==> config.mk <==
export PLATFORM = sky130hd
export DESIGN_NAME = mem_cmd_master
export DESIGN_NICKNAME = d
export VERILOG_FILES = /design/src/rtl/mem_cmd_master.sv
export SDC_FILE = /design/constraint.sdc
export NUM_CORES = 1
export LEC_CHECK = 0
export BUFFER_PORTS_ARGS = -buffer_cell sky130_fd_sc_hd__buf_2
export CORE_MARGIN = 5
export CORE_UTILIZATION = 50
export DETAILED_ROUTE_END_ITERATION = 8
export MAX_ROUTING_LAYER = met4
export PLACE_DENSITY = 0.72
export SLEW_MARGIN = 20
export SYNTH_ARGS = -nofsm -noshare
export SYNTH_HDL_FRONTEND = slang
export SYNTH_SLANG_ARGS = --single-unit
==> constraint.sdc <==
create_clock -name CLK -period 2.8 [get_ports CLK]
set_input_delay 0.56 -clock CLK [delete_from_list [all_inputs] [get_ports CLK]]
set_output_delay 0.56 -clock CLK [all_outputs]
set_load 0.01 [all_outputs]
==> src/rtl/mem_cmd_master.sv <==
// mem_cmd_master: byte-stream command parser driving the settings register file
// Ports: CLK/RESET_N clock and async active-low reset; RX_DATA/RX_VALID received bytes;
// TX_DATA/TX_VALID/TX_READY reply bytes; MEM_ADDR/MEM_WDATA/MEM_WE/MEM_RDATA register port;
// BUSY high outside IDLE; ERR one-cycle protocol error pulse.
module mem_cmd_master #(
  parameter int MEM_ADDR_WIDTH = 3,
  parameter int DATABusWidth   = 16,
  parameter int NUM_REGS       = 5,
  parameter int TIMEOUT_CYCLES = 100000
) (
  input  logic                      CLK,
  input  logic                      RESET_N,
  input  logic [7:0]                RX_DATA,
  input  logic                      RX_VALID,
  output logic [7:0]                TX_DATA,
  output logic                      TX_VALID,
  input  logic                      TX_READY,
  output logic [MEM_ADDR_WIDTH-1:0] MEM_ADDR,
  output logic [DATABusWidth-1:0]   MEM_WDATA,
  output logic                      MEM_WE,
  input  logic [DATABusWidth-1:0]   MEM_RDATA,
  output logic                      BUSY,
  output logic                      ERR
);
  localparam int CW = $clog2(TIMEOUT_CYCLES);
  typedef enum logic [3:0] {IDLE, GET_ADDR, GET_DHI, GET_DLO, WRITE, READ, SEND_ACK, SEND_HI, SEND_LO} state_t;
  state_t state;
  logic is_wr, addr_ok, nak, rx_ok, get_st, timeout;
  logic [MEM_ADDR_WIDTH-1:0] addr;
  logic [7:0] data_hi, send_byte;
  logic [DATABusWidth-1:0] shadow;
  logic [CW-1:0] cnt;
  // the whole address byte must be below NUM_REGS, so any upper bit set fails too
  assign rx_ok = ((RX_DATA >> MEM_ADDR_WIDTH) == 8'd0) && (RX_DATA < 8'(NUM_REGS));
  assign get_st = state == GET_ADDR || state == GET_DHI || state == GET_DLO;
  assign timeout = cnt == CW'(TIMEOUT_CYCLES - 1);
  assign BUSY = state != IDLE;
  assign send_byte = state == SEND_HI ? shadow[15:8] : state == SEND_LO ? shadow[7:0] : nak ? 8'h15 : 8'h06;
  always_ff @(posedge CLK or negedge RESET_N) begin
    if (!RESET_N) begin
      state     <= IDLE;
      is_wr     <= 1'b0;
      addr_ok   <= 1'b0;
      nak       <= 1'b0;
      addr      <= '0;
      data_hi   <= '0;
      shadow    <= '0;
      cnt       <= '0;
      TX_DATA   <= '0;
      TX_VALID  <= 1'b0;
      MEM_ADDR  <= '0;
      MEM_WDATA <= '0;
      MEM_WE    <= 1'b0;
      ERR       <= 1'b0;
    end else begin
      ERR    <= 1'b0;
      MEM_WE <= 1'b0;
      if (get_st && !RX_VALID) begin
        cnt <= timeout ? '0 : cnt + CW'(1);
        if (timeout) begin
          state <= IDLE;
          ERR   <= 1'b1;
        end
      end
      // bytes arriving while a transaction is executing or replying are dropped
      if (RX_VALID && state >= WRITE) ERR <= 1'b1;
      case (state)
        IDLE: if (RX_VALID) begin
          if (RX_DATA == 8'hA5 || RX_DATA == 8'h5A) begin
            is_wr <= RX_DATA == 8'hA5;
            cnt   <= '0;
            state <= GET_ADDR;
          end else ERR <= 1'b1;
        end
        GET_ADDR: if (RX_VALID) begin
          addr    <= RX_DATA[MEM_ADDR_WIDTH-1:0];
          addr_ok <= rx_ok;
          cnt     <= '0;
          if (is_wr) state <= GET_DHI;
          else if (rx_ok) begin
            MEM_ADDR <= RX_DATA[MEM_ADDR_WIDTH-1:0];
            state    <= READ;
          end else begin
            nak   <= 1'b1;
            state <= SEND_ACK;
          end
        end
        GET_DHI: if (RX_VALID) begin
          data_hi <= RX_DATA;
          cnt     <= '0;
          state   <= GET_DLO;
        end
        GET_DLO: if (RX_VALID) begin
          cnt <= '0;
          if (addr_ok) begin
            MEM_ADDR  <= addr;
            MEM_WDATA <= {data_hi, RX_DATA};
            MEM_WE    <= 1'b1;
            state     <= WRITE;
          end else begin
            nak   <= 1'b1;
            state <= SEND_ACK;
          end
        end
        WRITE: begin
          nak   <= 1'b0;
          state <= SEND_ACK;
        end
        READ: begin
          shadow <= MEM_RDATA;
          state  <= SEND_HI;
        end
        SEND_ACK, SEND_HI, SEND_LO: begin
          if (!TX_VALID) begin
            TX_VALID <= 1'b1;
            TX_DATA  <= send_byte;
          end else if (TX_READY) begin
            TX_VALID <= 1'b0;
            state    <= state == SEND_HI ? SEND_LO : IDLE;
          end
        end
        default: state <= IDLE;
      endcase
    end
  end
endmodule

## After elaboration in Yosys (flattened, before gate mapping)

Cells that the tools add are included.

| operators by class | value |
|---|---|
| add/subtract/negate cells | 1 |
| order comparisons | 2 |
| equal/unequal tests | 18 |
| mux-type cells | 46 |
| bitwise gates (word level) | 1 |
| reduce and logical (&&, ||, !) cells | 21 |

Operators with widths:

| cell | count |
|---|---|
| two-way mux 17 bit | 5 |
| two-way mux 4 bit | 10 |
| one-hot mux 17 bit (2 select lines) | 1 |
| one-hot mux 4 bit (7 select lines) | 1 |
| two-way mux 3 bit | 6 |
| adder 17 x 1 -> 17 bit, second input constant | 1 |
| equality test 17 bit, second input constant | 1 |
| equality test 4 x 3 -> 1 bit, second input constant | 4 |
| two-way mux 1 bit | 16 |
| two-way mux 8 bit | 2 |
| inequality test 2 bit, second input constant | 7 |
| AND reduction 6 bit | 2 |
| equality test 4 x 2 -> 1 bit, second input constant | 2 |
| equality test 8 x 7 -> 1 bit, second input constant | 1 |
| equality test 8 bit, second input constant | 1 |
| logical NOT 8 bit | 1 |
| less-than comparator 8 x 3 -> 1 bit, second input constant | 1 |
| one-hot mux 3 bit (2 select lines) | 1 |
| AND reduction 2 bit | 3 |
| AND reduction 3 bit | 2 |
| OR reduction 3 bit | 2 |
| two-way mux 5 bit | 1 |
| equality test 4 x 1 -> 1 bit, second input constant | 1 |
| equality test 4 bit, second input constant | 1 |
| other kinds (11) | 16 |

| word-level totals | value |
|---|---|
| bits in registers | 81 |
| output and inout port bits | 31 |
| logic and storage cells | 103 |

## Depth between registers and ports, before layout

| depth | value |
|---|---|
| word-level depth | 9 |
| gate-level depth with buffers | 7 |
| gate-level depth less buffers | 5 |

## Worst setup path after synthesis

No wires, ideal clock.

| timing | value |
|---|---|
| path type | input to register |
| start point | input port RX_DATA[3] |
| end point | register cnt[0] |
| arrival | 2.212 ns |
| slack | 0.453 ns |
| stages | 5 |
| path buffers | 1 |
| cells stage by stage | or3_1 or4_1 a311oi_2 buf_2 nor3_1 |

| between the ends | value |
|---|---|
| longest elaborated chain between the ends | 5 |

RTL lines:

| item | line | RTL |
|---|---|---|
| start: declaration | 13 | `input logic [7:0] RX_DATA,` |
| equality test 8 bit / equality test 8 x 7 -> 1 bit (equally long branches) | 69 | `if (RX_DATA == 8'hA5 \|\| RX_DATA == 8'h5A) begin` |
| logical OR 1 bit * | 69 |  |
| two-way mux 17 bit * | 69 |  |
| two-way mux 17 bit * | 68 | `IDLE: if (RX_VALID) begin` |
| one-hot mux 17 bit (2 select lines) * | 67 | `case (state)` |
| end signal: assignment | 59 | `cnt <= timeout ? '0 : cnt + CW'(1);` |
| end: declaration | 32 | `logic [CW-1:0] cnt;` |

Every way passes the cells marked *; elsewhere a longest branch is shown, timed or not.
A chain may end at the register's enable or synchronous reset.

## Final worst setup path

| timing | value |
|---|---|
| start point | register state[0] |
| end point | register cnt[14] |

| between the ends | value |
|---|---|
| longest elaborated chain between the ends | 8 |

RTL lines:

| item | line | RTL |
|---|---|---|
| start: declaration | 27 | `state_t state;` |
| start signal: assignment | 119 | `state <= state == SEND_HI ? SEND_LO : IDLE;` |
| equality test 4 x 1 -> 1 bit / equality test 4 x 2 -> 1 bit (equally long branches) | 35, 67 |  |
| logical OR 1 bit (2 in a row) | 35 | `assign get_st = state == GET_ADDR \|\| state == GET_DHI \|\| state == GET_DLO;` |
| logical AND 1 bit | 58 | `if (get_st && !RX_VALID) begin` |
| two-way mux 17 bit | 58 |  |
| two-way mux 17 bit | 69 |  |
| two-way mux 17 bit | 68 |  |
| one-hot mux 17 bit (2 select lines) * | 67 |  |

Marks and branches as above.

==> results.cfg <==
[status]
status = finished, final reports clean

[cells_and_area]
area_growth_pct = 15.6
seq_area_mm2 = 0.00203
drive_gt1_share_pct = 37.4
final_util_pct = 59.9
nets = 412
n_antenna_cell = 0
fillerInstances = 621
multiInputGateArea_mm2 = 0.00165

[min_path]
hold_class = in -> async

[timing]
rsz0062_at_grt = false
tightest_slew_ns = 0.539
fmax_mhz = 436
fin_setup_tns_ns = 0
setup_slack_ns = 0.507
finalClockSkew_ns = 0.00794
maxSlewHeadroom_pct = 63.8
hold_viol_final = 0
period_needed_ns = 2.29
finalCritPeriodShare_pct = 81.9
setup_viol = 0
drv_slew = 0

[synth]
yosysTopAreaCellShare_pct = 53.4
syn_inst = 320
synth_top_area_cell = dfrtp_1
synth_cell_type_count = 54
synthArstFlopShare_pct = 100
ys.flop_type = dfrtp_1
ys_ff_latch = 81
netlist_top_cells_count = dfrtp_1, mux2_2, nand2_1, nor2_1, a211oi_1
synth.cell_area_mm2 = 0.00380
ys_seq_area_share_pct = 53.4
synth_edf_count = 0
syn_area_per_cell_um2 = 11.9
synth_nets = 349
ys.warnings.count = 0
synth_area_leaders = dfrtp_1, mux2_2, a211oi_1
synth.most_common_cell = dfrtp_1

[critical_path]
cp.required_ns = 3.05
worstSetupPathType = reg -> reg
cp_cell_sequence = nor2_1 -> buf_4 -> or3_4 -> or4_1 -> a211oi_1
critical_path.top_delay_family = simple AND/OR/NAND/NOR gates
crit_fanout = 16
cp_slowest_cell = dfrtp_1
r2r_slack_ns = 0.51
max_stage_delay_ns = 0.63
cp-end-kind = register
crit_arrival_ns = 2.55
cp-start-kind = register
path_buf_inv = 1

[power_and_ir_drop]
power.leakage_nw = 2.06
worst_ir_drop_vdd_v = 0.000467
total_power_w = 0.00333
powerDensity_mw_per_mm2 = 759

[detailed_routing]
drtAntennaViolNets = 0
drt-initial-drc-count = 156
drc = 0
via_per_inst = 5.63
drtPass1Iterations = 4
post_drt_wl_per_cell_um = 16.0
vias = 2744
wirelength_um = 7790

[grt]
grt_pass1_wl_um = 13900
grt_pass1_vias = 2828
grt_max_degree = 49
grt_busiest_layer = met2
grt-ovfl-total = 0
grt_use_total_pct = 18.2
met1_usage_pct = 24.8
met2_usage_pct = 27.6
use_met3_pct = 3.45
antenna_found_initial = 0

[clocking]
cts_buffer_depth = 2
cts.sinks = 81
clkTransAtPathRegs_ns = 0.08
cts_tree = done
cts_resized = 0
htreeDepth = 3
cts_made_buffers = 9
cts-root-buf = clkbuf_8
cts_setup_buffers = 0
hold_buffers = 0
clock_latency_ns = 0.35

[die]
core_mm2 = 0.00733
num_io_pins = 59
start_util_pct = 51.8
fp.dieW_um = 97.2
die_h_um = 97.2
die-area_mm2 = 0.00944
rows = 31

[run]
drv_cap = 0

[placement]
hpwlAfterDp_um = 5490
portBuffers = 58
dp_slack_ns = 0.427
gp_congestion = 0.841
==> sequential cells by signal (all words and copies together) (netlist names), 3 cells and up <==
signal and flops:
data_hi 8, TX_DATA 8, state 4, MEM_ADDR 3, MEM_WDATA 16, shadow 16, cnt 17, addr 3
==> report_power, final <==
part	leakage, nW	internal (W)	total (W)	switching (W)
sequential	1.09	0.00145	0.00165	0.000205
combinational	0.888	0.000446	0.000912	0.000466
clock	0.0826	0.000347	0.000768	0.000421
==> per-layer routing <==
layer  routed length [um]  up-vias
met5                    0        -
met4                  103        0
met3                  302        9
met2                 3690       57
met1                 3690     1349
li1                     -     1329
==> layout make-up <==
class                           count  share of cell area, %
Inverter                            8                  0.684
Timing Repair Buffer               69                   8.83
Tap cell                           99                   2.82
Sequential cell                    81                   46.2
Clock buffer                       12                   3.30
Clock inverter                      4                  0.655
Multi-Input combinational cell    214                   37.5
==> layout by cell type (no fill, tap or decap), types with 7 or more instances in the layout <==
cell      netlist  layout
nand4_1         7       7
nor2_1         13      13
dfrtp_1        81      81
clkbuf_8        0      10
o21ai_0         8       8
or4_1           7       7
nand3_1         7       7
buf_2           5      57
o31ai_1         8       8
inv_1           8       8
buf_4           0      11
mux2_2         52      52
nor3_1          8       8
nand2_1        18      18
a211oi_1        9       9
==> worst paths after layout <==
check                         startpoint       endpoint  depth (start not counted)
setup / recovery                state[0]        cnt[14]                          5
hold / removal                   RESET_N        cnt[13]                          1
setup reg to reg                state[0]        cnt[14]                          5
hold reg to reg            MEM_WDATA[15]  MEM_WDATA[15]                          1
max in group asynchronous        RESET_N        addr[2]                          2
min in group CLK            MEM_RDATA[2]      shadow[2]                          2
==> through the flow <==
step,cells,cell area [um2],hold slack (ns)
finish,487,4390,0.158
detailed placement,471,4220,0.487
CTS,487,4390,0.164
global placement,471,4220,0.482
global route,487,4390,0.179
floorplan,320,3800,0.264
==> logic make-up after synthesis <==
family          synth area share, %
simple gates                   15.6
flops                          53.4
compound gates                 10.4
mux                            15.7
buf+inv                        3.23
xor+xnor                       1.38
fa+ha+maj                     0.329
Note: power is estimated with default switching activity, not from simulation.
